===== src/rtl/uartlite_tx_sequencer_if.sv =====
// Wishbone pipelined bus between the TX sequencer (master) and the
// Wishbone-to-AXI4-Lite bridge slave port.
interface uartlite_tx_sequencer_if #(
  parameter int ADDR_W = 32
);
  logic              wb_cyc_o;
  logic              wb_stb_o;
  logic              wb_we_o;
  logic [ADDR_W-1:0] wb_addr_o;
  logic [31:0]       wb_data_o;
  logic              wb_stall_i;
  logic              wb_ack_i;
  logic [31:0]       wb_data_i;

  modport master (
    output wb_cyc_o, wb_stb_o, wb_we_o, wb_addr_o, wb_data_o,
    input  wb_stall_i, wb_ack_i, wb_data_i
  );

  modport slave (
    input  wb_cyc_o, wb_stb_o, wb_we_o, wb_addr_o, wb_data_o,
    output wb_stall_i, wb_ack_i, wb_data_i
  );
endinterface


===== src/rtl/uartlite_tx_sequencer.sv =====
// Byte FIFO plus Wishbone initiator that initialises the AXI UART Lite,
// polls STAT for TX-FIFO-full and writes each buffered byte to TX.
module uartlite_tx_sequencer #(
  parameter int                ADDR_W      = 32,
  parameter logic [ADDR_W-1:0] BASE_ADDR   = '0,
  parameter int                FIFO_DEPTH  = 8,
  parameter int                ACK_TIMEOUT = 256,
  parameter int                POLL_GAP    = 16
) (
  input  logic                    clk,
  input  logic                    rst_n,
  input  logic                    s_valid,
  output logic                    s_ready,
  input  logic [7:0]              s_data,
  uartlite_tx_sequencer_if.master wb,
  output logic                    busy,
  output logic [15:0]             sent_cnt,
  output logic                    timeout_err
);

  localparam int PTR_W = $clog2(FIFO_DEPTH);
  localparam int CNT_W = PTR_W + 1;
  localparam int TMO_W = $clog2(ACK_TIMEOUT + 1);
  localparam int GAP_W = $clog2(POLL_GAP + 1);

  localparam logic [ADDR_W-1:0] TX_ADDR   = BASE_ADDR + ADDR_W'(32'h4);
  localparam logic [ADDR_W-1:0] STAT_ADDR = BASE_ADDR + ADDR_W'(32'h8);
  localparam logic [ADDR_W-1:0] CTRL_ADDR = BASE_ADDR + ADDR_W'(32'hC);

  typedef enum logic [2:0] {
    ST_INIT,
    ST_IDLE,
    ST_RD_STAT,
    ST_WAIT,
    ST_WR_TX
  } state_t;

  state_t            state_q, state_d;
  logic              cyc_q, cyc_d;
  logic              stb_q, stb_d;
  logic              we_q, we_d;
  logic [ADDR_W-1:0] addr_q, addr_d;
  logic [31:0]       wdata_q, wdata_d;
  logic [TMO_W-1:0]  tmo_q, tmo_d;
  logic [GAP_W-1:0]  gap_q, gap_d;
  logic [15:0]       sent_q, sent_d;
  logic              terr_q, terr_d;
  logic              en_q;

  logic [7:0]        mem [FIFO_DEPTH];
  logic [PTR_W-1:0]  wr_ptr_q, wr_ptr_d;
  logic [PTR_W-1:0]  rd_ptr_q, rd_ptr_d;
  logic [CNT_W-1:0]  count_q, count_d;

  logic              push, pop;
  logic              ack_ok, expired;
  logic              start_acc, start_we;
  logic [ADDR_W-1:0] start_addr;
  logic [31:0]       start_data;

  // Only STAT[3] (TX FIFO full) matters to this block.
  logic unused_rdata;
  assign unused_rdata = ^{wb.wb_data_i[31:4], wb.wb_data_i[2:0]};

  // en_q keeps s_ready/busy low while reset is held.
  assign s_ready     = en_q & (count_q != CNT_W'(FIFO_DEPTH));
  assign busy        = en_q & ((state_q != ST_IDLE) | (count_q != '0));
  assign push        = s_valid & s_ready;
  assign sent_cnt    = sent_q;
  assign timeout_err = terr_q;

  assign wb.wb_cyc_o  = cyc_q;
  assign wb.wb_stb_o  = stb_q;
  assign wb.wb_we_o   = we_q;
  assign wb.wb_addr_o = addr_q;
  assign wb.wb_data_o = wdata_q;

  always_ff @(posedge clk) begin
    if (push) mem[wr_ptr_q] <= s_data;
  end

  always_comb begin
    wr_ptr_d = push ? wr_ptr_q + PTR_W'(1) : wr_ptr_q;
    rd_ptr_d = pop  ? rd_ptr_q + PTR_W'(1) : rd_ptr_q;
    case ({push, pop})
      2'b10:   count_d = count_q + CNT_W'(1);
      2'b01:   count_d = count_q - CNT_W'(1);
      default: count_d = count_q;
    endcase
  end

  always_comb begin
    state_d    = state_q;
    cyc_d      = cyc_q;
    stb_d      = stb_q;
    we_d       = we_q;
    addr_d     = addr_q;
    wdata_d    = wdata_q;
    tmo_d      = tmo_q;
    gap_d      = gap_q;
    sent_d     = sent_q;
    terr_d     = terr_q;
    pop        = 1'b0;
    start_acc  = 1'b0;
    start_we   = 1'b0;
    start_addr = '0;
    start_data = '0;

    ack_ok  = cyc_q & wb.wb_ack_i;
    expired = cyc_q & ~wb.wb_ack_i & (tmo_q == TMO_W'(ACK_TIMEOUT - 1));

    // Bus phase tracking shared by every access; the states only decide where to go.
    if (cyc_q) begin
      if (stb_q && !wb.wb_stall_i) stb_d = 1'b0;
      if (ack_ok || expired) begin
        cyc_d = 1'b0;
        stb_d = 1'b0;
      end else begin
        tmo_d = tmo_q + TMO_W'(1);
      end
      if (expired) terr_d = 1'b1;
    end

    case (state_q)
      ST_INIT: begin
        if (!cyc_q) begin
          start_acc  = 1'b1;
          start_we   = 1'b1;
          start_addr = CTRL_ADDR;
          start_data = 32'h0000_0003;
        end else if (ack_ok || expired) begin
          state_d = ST_IDLE;
        end
      end
      ST_IDLE: begin
        if (count_q != '0) state_d = ST_RD_STAT;
      end
      ST_RD_STAT: begin
        if (!cyc_q) begin
          start_acc  = 1'b1;
          start_addr = STAT_ADDR;
        end else if (ack_ok) begin
          state_d = wb.wb_data_i[3] ? ST_WAIT : ST_WR_TX;
          gap_d   = '0;
        end else if (expired) begin
          state_d = ST_IDLE;
        end
      end
      ST_WAIT: begin
        if (gap_q == GAP_W'(POLL_GAP - 1)) state_d = ST_RD_STAT;
        else                               gap_d   = gap_q + GAP_W'(1);
      end
      ST_WR_TX: begin
        if (!cyc_q) begin
          start_acc  = 1'b1;
          start_we   = 1'b1;
          start_addr = TX_ADDR;
          start_data = {24'h0, mem[rd_ptr_q]};
        end else if (ack_ok) begin
          pop     = 1'b1;
          sent_d  = sent_q + 16'd1;
          state_d = ST_IDLE;
        end else if (expired) begin
          state_d = ST_IDLE;
        end
      end
      default: state_d = ST_INIT;
    endcase

    // A state only starts an access while cyc is low, which guarantees an idle gap.
    if (start_acc) begin
      cyc_d   = 1'b1;
      stb_d   = 1'b1;
      we_d    = start_we;
      addr_d  = start_addr;
      wdata_d = start_data;
      tmo_d   = '0;
    end
  end

  always_ff @(posedge clk or negedge rst_n) begin
    if (!rst_n) begin
      state_q  <= ST_INIT;
      cyc_q    <= 1'b0;
      stb_q    <= 1'b0;
      we_q     <= 1'b0;
      addr_q   <= '0;
      wdata_q  <= '0;
      tmo_q    <= '0;
      gap_q    <= '0;
      sent_q   <= '0;
      terr_q   <= 1'b0;
      en_q     <= 1'b0;
      wr_ptr_q <= '0;
      rd_ptr_q <= '0;
      count_q  <= '0;
    end else begin
      state_q  <= state_d;
      cyc_q    <= cyc_d;
      stb_q    <= stb_d;
      we_q     <= we_d;
      addr_q   <= addr_d;
      wdata_q  <= wdata_d;
      tmo_q    <= tmo_d;
      gap_q    <= gap_d;
      sent_q   <= sent_d;
      terr_q   <= terr_d;
      en_q     <= 1'b1;
      wr_ptr_q <= wr_ptr_d;
      rd_ptr_q <= rd_ptr_d;
      count_q  <= count_d;
    end
  end

endmodule


===== src/flat_wrapper.sv =====
// flat-port wrapper written by rule: the top's interface ports become plain ports
module uartlite_tx_sequencer_flat 
#(
  parameter int                ADDR_W      = 32,
  parameter logic [ADDR_W-1:0] BASE_ADDR   = '0,
  parameter int                FIFO_DEPTH  = 8,
  parameter int                ACK_TIMEOUT = 256,
  parameter int                POLL_GAP    = 16
)
  (clk, rst_n, s_valid, s_ready, s_data, busy, sent_cnt, timeout_err, wb_wb_cyc_o, wb_wb_stb_o, wb_wb_we_o, wb_wb_addr_o, wb_wb_data_o, wb_wb_stall_i, wb_wb_ack_i, wb_wb_data_i);
  uartlite_tx_sequencer_if #(.ADDR_W(ADDR_W)) wb_i ();
  input  logic clk;
  input  logic rst_n;
  input  logic s_valid;
  output logic s_ready;
  input  logic [7:0] s_data;
  output logic busy;
  output logic [15:0] sent_cnt;
  output logic timeout_err;
  output wire logic [$bits(wb_i.wb_cyc_o)-1:0] wb_wb_cyc_o;
  output wire logic [$bits(wb_i.wb_stb_o)-1:0] wb_wb_stb_o;
  output wire logic [$bits(wb_i.wb_we_o)-1:0] wb_wb_we_o;
  output wire logic [$bits(wb_i.wb_addr_o)-1:0] wb_wb_addr_o;
  output wire logic [$bits(wb_i.wb_data_o)-1:0] wb_wb_data_o;
  input wire logic [$bits(wb_i.wb_stall_i)-1:0] wb_wb_stall_i;
  input wire logic [$bits(wb_i.wb_ack_i)-1:0] wb_wb_ack_i;
  input wire logic [$bits(wb_i.wb_data_i)-1:0] wb_wb_data_i;
  assign wb_wb_cyc_o = wb_i.wb_cyc_o;
  assign wb_wb_stb_o = wb_i.wb_stb_o;
  assign wb_wb_we_o = wb_i.wb_we_o;
  assign wb_wb_addr_o = wb_i.wb_addr_o;
  assign wb_wb_data_o = wb_i.wb_data_o;
  assign wb_i.wb_stall_i = wb_wb_stall_i;
  assign wb_i.wb_ack_i = wb_wb_ack_i;
  assign wb_i.wb_data_i = wb_wb_data_i;
  uartlite_tx_sequencer #(.ADDR_W(ADDR_W), .BASE_ADDR(BASE_ADDR), .FIFO_DEPTH(FIFO_DEPTH), .ACK_TIMEOUT(ACK_TIMEOUT), .POLL_GAP(POLL_GAP)) u_core (.clk(clk), .rst_n(rst_n), .s_valid(s_valid), .s_ready(s_ready), .s_data(s_data), .wb(wb_i), .busy(busy), .sent_cnt(sent_cnt), .timeout_err(timeout_err));
endmodule

===== config.mk =====
export PLATFORM = sky130hd
export DESIGN_NAME = uartlite_tx_sequencer_flat
export DESIGN_NICKNAME = d
export VERILOG_FILES = /design/src/rtl/uartlite_tx_sequencer_if.sv /design/src/rtl/uartlite_tx_sequencer.sv /design/src/flat_wrapper.sv
export SDC_FILE = /design/constraint.sdc
export NUM_CORES = 1
export LEC_CHECK = 0
export ABC_CLOCK_PERIOD_IN_PS = 4000
export BUFFER_PORTS_ARGS = -buffer_cell sky130_fd_sc_hd__buf_2
export CAP_MARGIN = 0
export CORE_AREA = 2 2 131 95
export DETAILED_ROUTE_END_ITERATION = 7
export DIE_AREA = 0 0 133 97
export PLACE_DENSITY_LB_ADDON = 0.1
export REMOVE_ABC_BUFFERS = 1
export SYNTH_ARGS = -nofsm -noshare
export SYNTH_HDL_FRONTEND = slang
export SYNTH_SLANG_ARGS = --single-unit

===== constraint.sdc =====
create_clock -name clk -period 4 [get_ports clk]
set_input_delay 0.2 -clock clk [delete_from_list [all_inputs] [get_ports clk]]
set_output_delay 0.2 -clock clk [all_outputs]
set_load 0.01 [all_outputs]

==> results of run 1 <==
-- placed cells by master (no fill, tap or decap), types with 2 or more instances in the layout --
master and instances:
a21o_1 2, a21oi_1 8, a22oi_1 2, and2_1 3, and3_1 7, buf_2 45
bufinv_16 2, clkbuf_1 3, clkbuf_16 17, clkinv_1 3, clkinv_2 5, conb_1 55
dfrtp_1 58, edfxtp_1 64, ha_1 10, inv_1 5, mux2_2 16, mux2i_1 8
mux4_2 6, nand2_1 33, nand2b_1 5, nand3_1 12, nand3b_1 4, nand4_1 14
nor2_1 24, nor2b_1 9, nor3_1 7, nor3_2 2, o21ai_0 7, o22ai_1 7
o31ai_1 6, or2_2 2, or3_1 3, xnor2_1 21, xor2_1 10
-- cell families (layout without fill, tap and decap cells) --
group	Yosys count	after routing	synth area share
other cells	2	55	0.00133
simple gates	135	135	0.129
flops	122	122	0.596
mux	30	30	0.0699
fa+ha+maj	10	10	0.0221
compound gates	38	38	0.0440
buf+inv	75	84	0.0900
xor+xnor	31	31	0.0480
-- worst min-delay path, cell delays in order --
cell and delay, ns:
buf_2 0.10, nand2_1 0.05, a21oi_1 0.05
-- timing repair --
item,CTS,global route
gates resized for setup,0,0
hold endpoints to repair,11,0
hold buffers,1,0
-- power by group --
| group | internal, mW | switching, mW | leakage, nW |
|---|---|---|---|
| Sequential | 1.51 | 0.217 | 1.34 |
| Clock | 0.919 | 0.501 | 0.273 |
| Combinational | 0.304 | 0.385 | 1.03 |
| Total | 2.73 | 1.10 | 2.65 |
-- metal layers --
metal  share of wire  track usage  wire [um]  up-vias
li1                -            -          -     1577
met1            0.51        0.254       5210     1574
met2            0.43        0.238       4330      102
met3           0.058       0.0498        589        4
met4          0.0050       0.0521         51        0
met5               0            0          0        -
-- flip-flops by register name (all words and copies together), names as in the netlist, 2 cells and up --
signal / count
u_core.wr_ptr_q: 3
u_core.wb.wb_addr_o: 2
u_core.sent_cnt: 16
u_core.mem: 64
u_core.tmo_q: 9
u_core.rd_ptr_q: 3
u_core.count_q: 4
u_core.state_q: 3
u_core.wb.wb_data_o: 8
u_core.gap_q: 5
-- worst min path at each step --
stage / from / depth (start not counted) / slack [ns] / to
after floorplan: rst_n / 0 / -0.1 / u_core.count_q[0]
after global placement: rst_n / 1 / 0.09 / u_core.sent_cnt[13]
after detailed placement: rst_n / 1 / 0.09 / u_core.sent_cnt[12]
after CTS: wb_wb_stall_i / 3 / 0.02 / u_core.wb.wb_stb_o
after global routing: wb_wb_stall_i / 3 / 0.05 / u_core.wb.wb_stb_o
final: wb_wb_stall_i / 3 / 0.04 / u_core.wb.wb_stb_o
-- through the flow --
| stage | instance area (um^2) | instances | worst slack (ns) | hold WS, ns |
|---|---|---|---|---|
| 5_1_grt | 6370 | 662 | 1.12 | 0.0501 |
| 4_1_cts | 6370 | 662 | 1.39 | 0.0172 |
| 6_report | 6370 | 662 | 1.39 | 0.0385 |
| 3_5_place_dp | 5810 | 629 | 1.41 | 0.0906 |
| 2_1_floorplan | 5370 | 426 | 1.75 | -0.0956 |
| 3_3_place_gp | 5810 | 629 | 1.44 | 0.0885 |
-- final cells by class --
class,instances,area [um^2],area share
Sequential cell,122,3370,0.529
Timing Repair Buffer,47,243,0.0381
Multi-Input combinational cell,299,1990,0.312
Inverter,5,18.8,0.00295
Tap cell,157,196,0.0308
Clock buffer,21,450,0.0707
Clock inverter,11,104,0.0163
==> results.toml, run 1 <==
[clock_network]
htree_levels = 4
cts_root_buf = "clkbuf_16"
cts_tree = "built"
path_clk_slew_ns = 0.05
clock_latency_ns = 0.40
cts_made_buffers = 17
ctsLongestPathBuffers = 2
cts_setup_buffers = 0
cts.sinks = 122

[timing]
finalMaxSlewViolations = 0
min_period_over_period = 0.652
rsz0062_at_grt = "no"
fin_crit_ns = 2.61
max_slew.worst_pin.slew_ns = 1.07
relSlewSlack = 0.285
setup_tns_ns = 0
setup_violations = 0
hold_violations = 0
max_freq_ghz = 0.384
fin_skew_ns = 0.00946

[routing]
antenna_left = 0
drc_errors = 0
routedWlPerCell_um = 15.4
via_count = 3257
routed_wirelength_um = 10200
firstDrtPassIters = 4
drt_iter0_drc = 142
vias_per_cell = 4.92

[floorplan]
core_um2 = 11500
num_rows = 33
die_h_um = 97
start_util = 0.491
ios = 131
dieArea_um2 = 12900
die_x_um = 133

[logic_synthesis]
ys.flop_type = "edfxtp_1"
yosysTopAreaCell = "edfxtp_1"
syn_area_um2 = 5660
ys_warn_count = 0
synth_area_leaders = "edfxtp_1 (34%), dfrtp_1 (26%), buf_4 (7.4%)"
ys_ff_latch = 122
synth_area_per_cell_um2 = 12.8
synth_edf_count = 64
synth_cell_type_count = 49
ys_seq_area_frac = 0.596
synth_top_cell_area_share = 0.340
synth_most_common_cell = "edfxtp_1"
synth_common_cells = "edfxtp_1 (64), dfrtp_1 (58), buf_4 (56), nand2_1 (33), nor2_1 (24)"
postSynthCellCount = 443
ys_async_sr_fraction = 0.475

[worst_setup_path]
r2r_slack_ns = 1.39
path_cells = "nand3b_1, nor2_2, ha_1, xor2_1, ha_1, a21oi_1, xor2_1, nor2_1, xor2_1"
crit_path_top_delay_cell = "dfrtp_1"
critPathCaptureType = "flop"
worstPathRequired_ns = 4.28
path_buf_inv = 0
crit_path_max_incr_delay_ns = 0.56
cp-start-kind = "flop"
timing.rr.start = "u_core.wb.wb_cyc_o"
cp_num_cells = 9
crit_path_end = "u_core.count_q[2]"
critical-path-top-delay-family = "simple AND/OR/NAND/NOR gates"
worstPathArrival_ns = 2.89
path_class = "flop to flop"
crit_start = "u_core.wb.wb_cyc_o"
path_max_fanout = 12
rr_endpoint = "u_core.count_q[2]"
cpMostUsedCell = "xor2_1"
ff2ff_path_depth = 9

[placement]
port_buffers = 45
dp_hpwl_um = 6640
place_congestion = 0.738

[global_route]
grt_pass1_wl_um = 16500
grt_pass1_vias = 3152
track_usage = 0.169
grt.overflow.total = 0
antenna_found_initial = 0
grt_start_max_net_pins = 48

[outcome]
status = "finished clean"

[power_and_ir_drop]
power_density_nw_per_um2 = 602
power.leakage_nw = 2.65
p_total_mw = 3.83
vdd_drop_max_v = 0.000302

[cells_and_area]
drive_gt1_frac = 0.212
nFillCells = 953
diodes = 0
final_nets = 547
syn_to_final_growth_pct = 12.6
utilization = 0.553

[job]
drv_cap = 0

[worst_hold_path]
hold_class = "input pin to flop"
(Power assumes the default switching activity.)
==> run 2: changes to the inputs <==
ABC_CLOCK_PERIOD_IN_PS = 2450   (was 4000)
clock period = 2.45 ns   (was 4 ns; I/O delays follow)
==> results.toml, run 2 (same netlist as run 1, synthesis figures left out) <==
[cells_and_area]
layout_common_cells = "edfxtp_1 (64), dfrtp_1 (58), conb_1 (55), buf_2 (45), nand2_1 (33)"
final_common_cell = "edfxtp_1"
diodes = 0
drive_gt1_frac = 0.234
final_area_um2 = 6660
largest-register = "u_core.mem"
nFillCells = 929
final_nets = 572
syn_to_final_growth_pct = 17.6
largest_register_ffs = 64

[clock_network]
htree_levels = 4
path_clk_slew_ns = 0.06
clock_latency_ns = 0.41
cts.sinks = 122
cts_root_buf = "clkbuf_16"
cts_made_buffers = 17
ctsLongestPathBuffers = 2
cts_tree = "built"

[power_and_ir_drop]
vdd_drop_max_v = 0.000635
p_total_mw = 6.73
power.leakage_nw = 2.80
power_density_nw_per_um2 = 1010

[worst_setup_path]
path_cells = "or4b_1, nand3_1, ha_2, xor2_1, ha_1, a21oi_1, xor2_1, nor2_1, xor2_1"
path_buf_inv = 0
cp-start-kind = "flop"
crit_path_top_delay_cell = "or4b_1"
worstPathRequired_ns = 2.74
critPathCaptureType = "flop"
worstPathArrival_ns = 2.65
cpMostUsedCell = "xor2_1"
crit_start = "u_core.count_q[2]"
path_class = "flop to flop"
crit_path_max_incr_delay_ns = 0.51
critical-path-top-delay-family = "simple AND/OR/NAND/NOR gates"
path_max_fanout = 6
timing.rr.start = "u_core.count_q[2]"

[routing]
antenna_left = 0
routed_wirelength_um = 10600
routedWlPerCell_um = 15.5
drc_errors = 0
drt_iter0_drc = 188
vias_per_cell = 4.91
firstDrtPassIters = 4
via_count = 3373

[timing]
min_period_over_period = 0.962
max_slew.worst_pin.slew_ns = 0.909
finalMaxSlewViolations = 0
hold_violations = 0
relSlewSlack = 0.392
fin_skew_ns = 0.0133
max_freq_ghz = 0.424
setup_violations = 0
fin_crit_ns = 2.36
rsz0062_at_grt = "yes"

[floorplan]
die_x_um = 133
ios = 131
dieArea_um2 = 12900
start_util = 0.491
die_h_um = 97
num_rows = 33
core_um2 = 11500

[placement]
dp_hpwl_um = 7190
port_buffers = 45
place_congestion = 0.769
placed_cell_area_um2 = 5920

[outcome]
status = "finished clean"

[job]
drv_cap = 0

[global_route]
grt_pass1_vias = 3172
grt_start_max_net_pins = 24
grt_pass1_wl_um = 17100
grt.overflow.total = 0
track_usage = 0.175
antenna_found_initial = 0

[worst_hold_path]
hold_start = "s_data[0]"
hold_class = "input pin to flop"
-- run 2: changes by cell type in the layout (fill, tap and decap cells not counted), moves of 2 or more --
cell and change:
nor3_1 +2, dlygate4sd3_1 +8, clkinv_2 -4, clkinv_1 +2
bufinv_16 +3, nor2_2 +2, buf_4 +17, nor2_1 -2
nor3_2 -2
-- run 2: metal layers --
| layer | routed length [um] | vias up | GRT usage |
|---|---|---|---|
| li1 | - | 1629 | - |
| met1 | 5610 | 1638 | 0.268 |
| met2 | 4540 | 101 | 0.243 |
| met3 | 429 | 5 | 0.0419 |
| met4 | 52 | 0 | 0.0596 |
| met5 | 0 | - | 0 |
-- run 2: worst paths after layout --
path	to	slack (ns)	depth (start not counted)
max reg2reg	u_core.count_q[2]	0.09	9
max in group asynchronous	u_core.wb.wb_data_o[6]	1.52	3
max	u_core.count_q[2]	0.09	9
min in group asynchronous	u_core.sent_cnt[15]	0.23	2
min	u_core.mem[5][0]	0.01	1
min reg2reg	u_core.timeout_err	0.47	1
-- run 2: stage by stage --
stage / TNS (ns) / hold WS, ns / util / cells / setup WS [ns]
after floorplan: 0 / -0.173 / - / 426 / 0.197
after global placement: 0 / 0.132 / 0.514 / 646 / 0.156
after detailed placement: 0 / 0.137 / 0.514 / 646 / 0.0631
after CTS: 0 / 0.000643 / 0.577 / 687 / 0.0173
after global routing: -0.0984 / 0.0251 / 0.578 / 687 / -0.0716
final: 0 / 0.0143 / 0.578 / 687 / 0.0922
-- run 2: power breakdown --
group | switching, mW | total (mW) | internal (mW)
Combinational | 0.815 | 1.40 | 0.582
Clock | 0.839 | 2.68 | 1.84
Sequential | 0.194 | 2.66 | 2.46
Total | 1.85 | 6.73 | 4.88
-- run 2: layout make-up --
| type | instances | area (um^2) | area share |
|---|---|---|---|
| clock inverter | 11 | 174 | 0.0261 |
| multi-input combinational | 299 | 1980 | 0.298 |
| clock buffer | 21 | 460 | 0.0692 |
| sequential | 122 | 3370 | 0.507 |
| timing repair buffer | 72 | 450 | 0.0677 |
| tap | 157 | 196 | 0.0295 |
| inverter | 5 | 18.8 | 0.00282 |
-- run 2: what timing repair did --
action	in CTS	in global routing
hold buffers	9	0
hold endpoints to repair	71	0
resized for setup	0	3
setup endpoints to repair	0	18
setup buffers	0	0
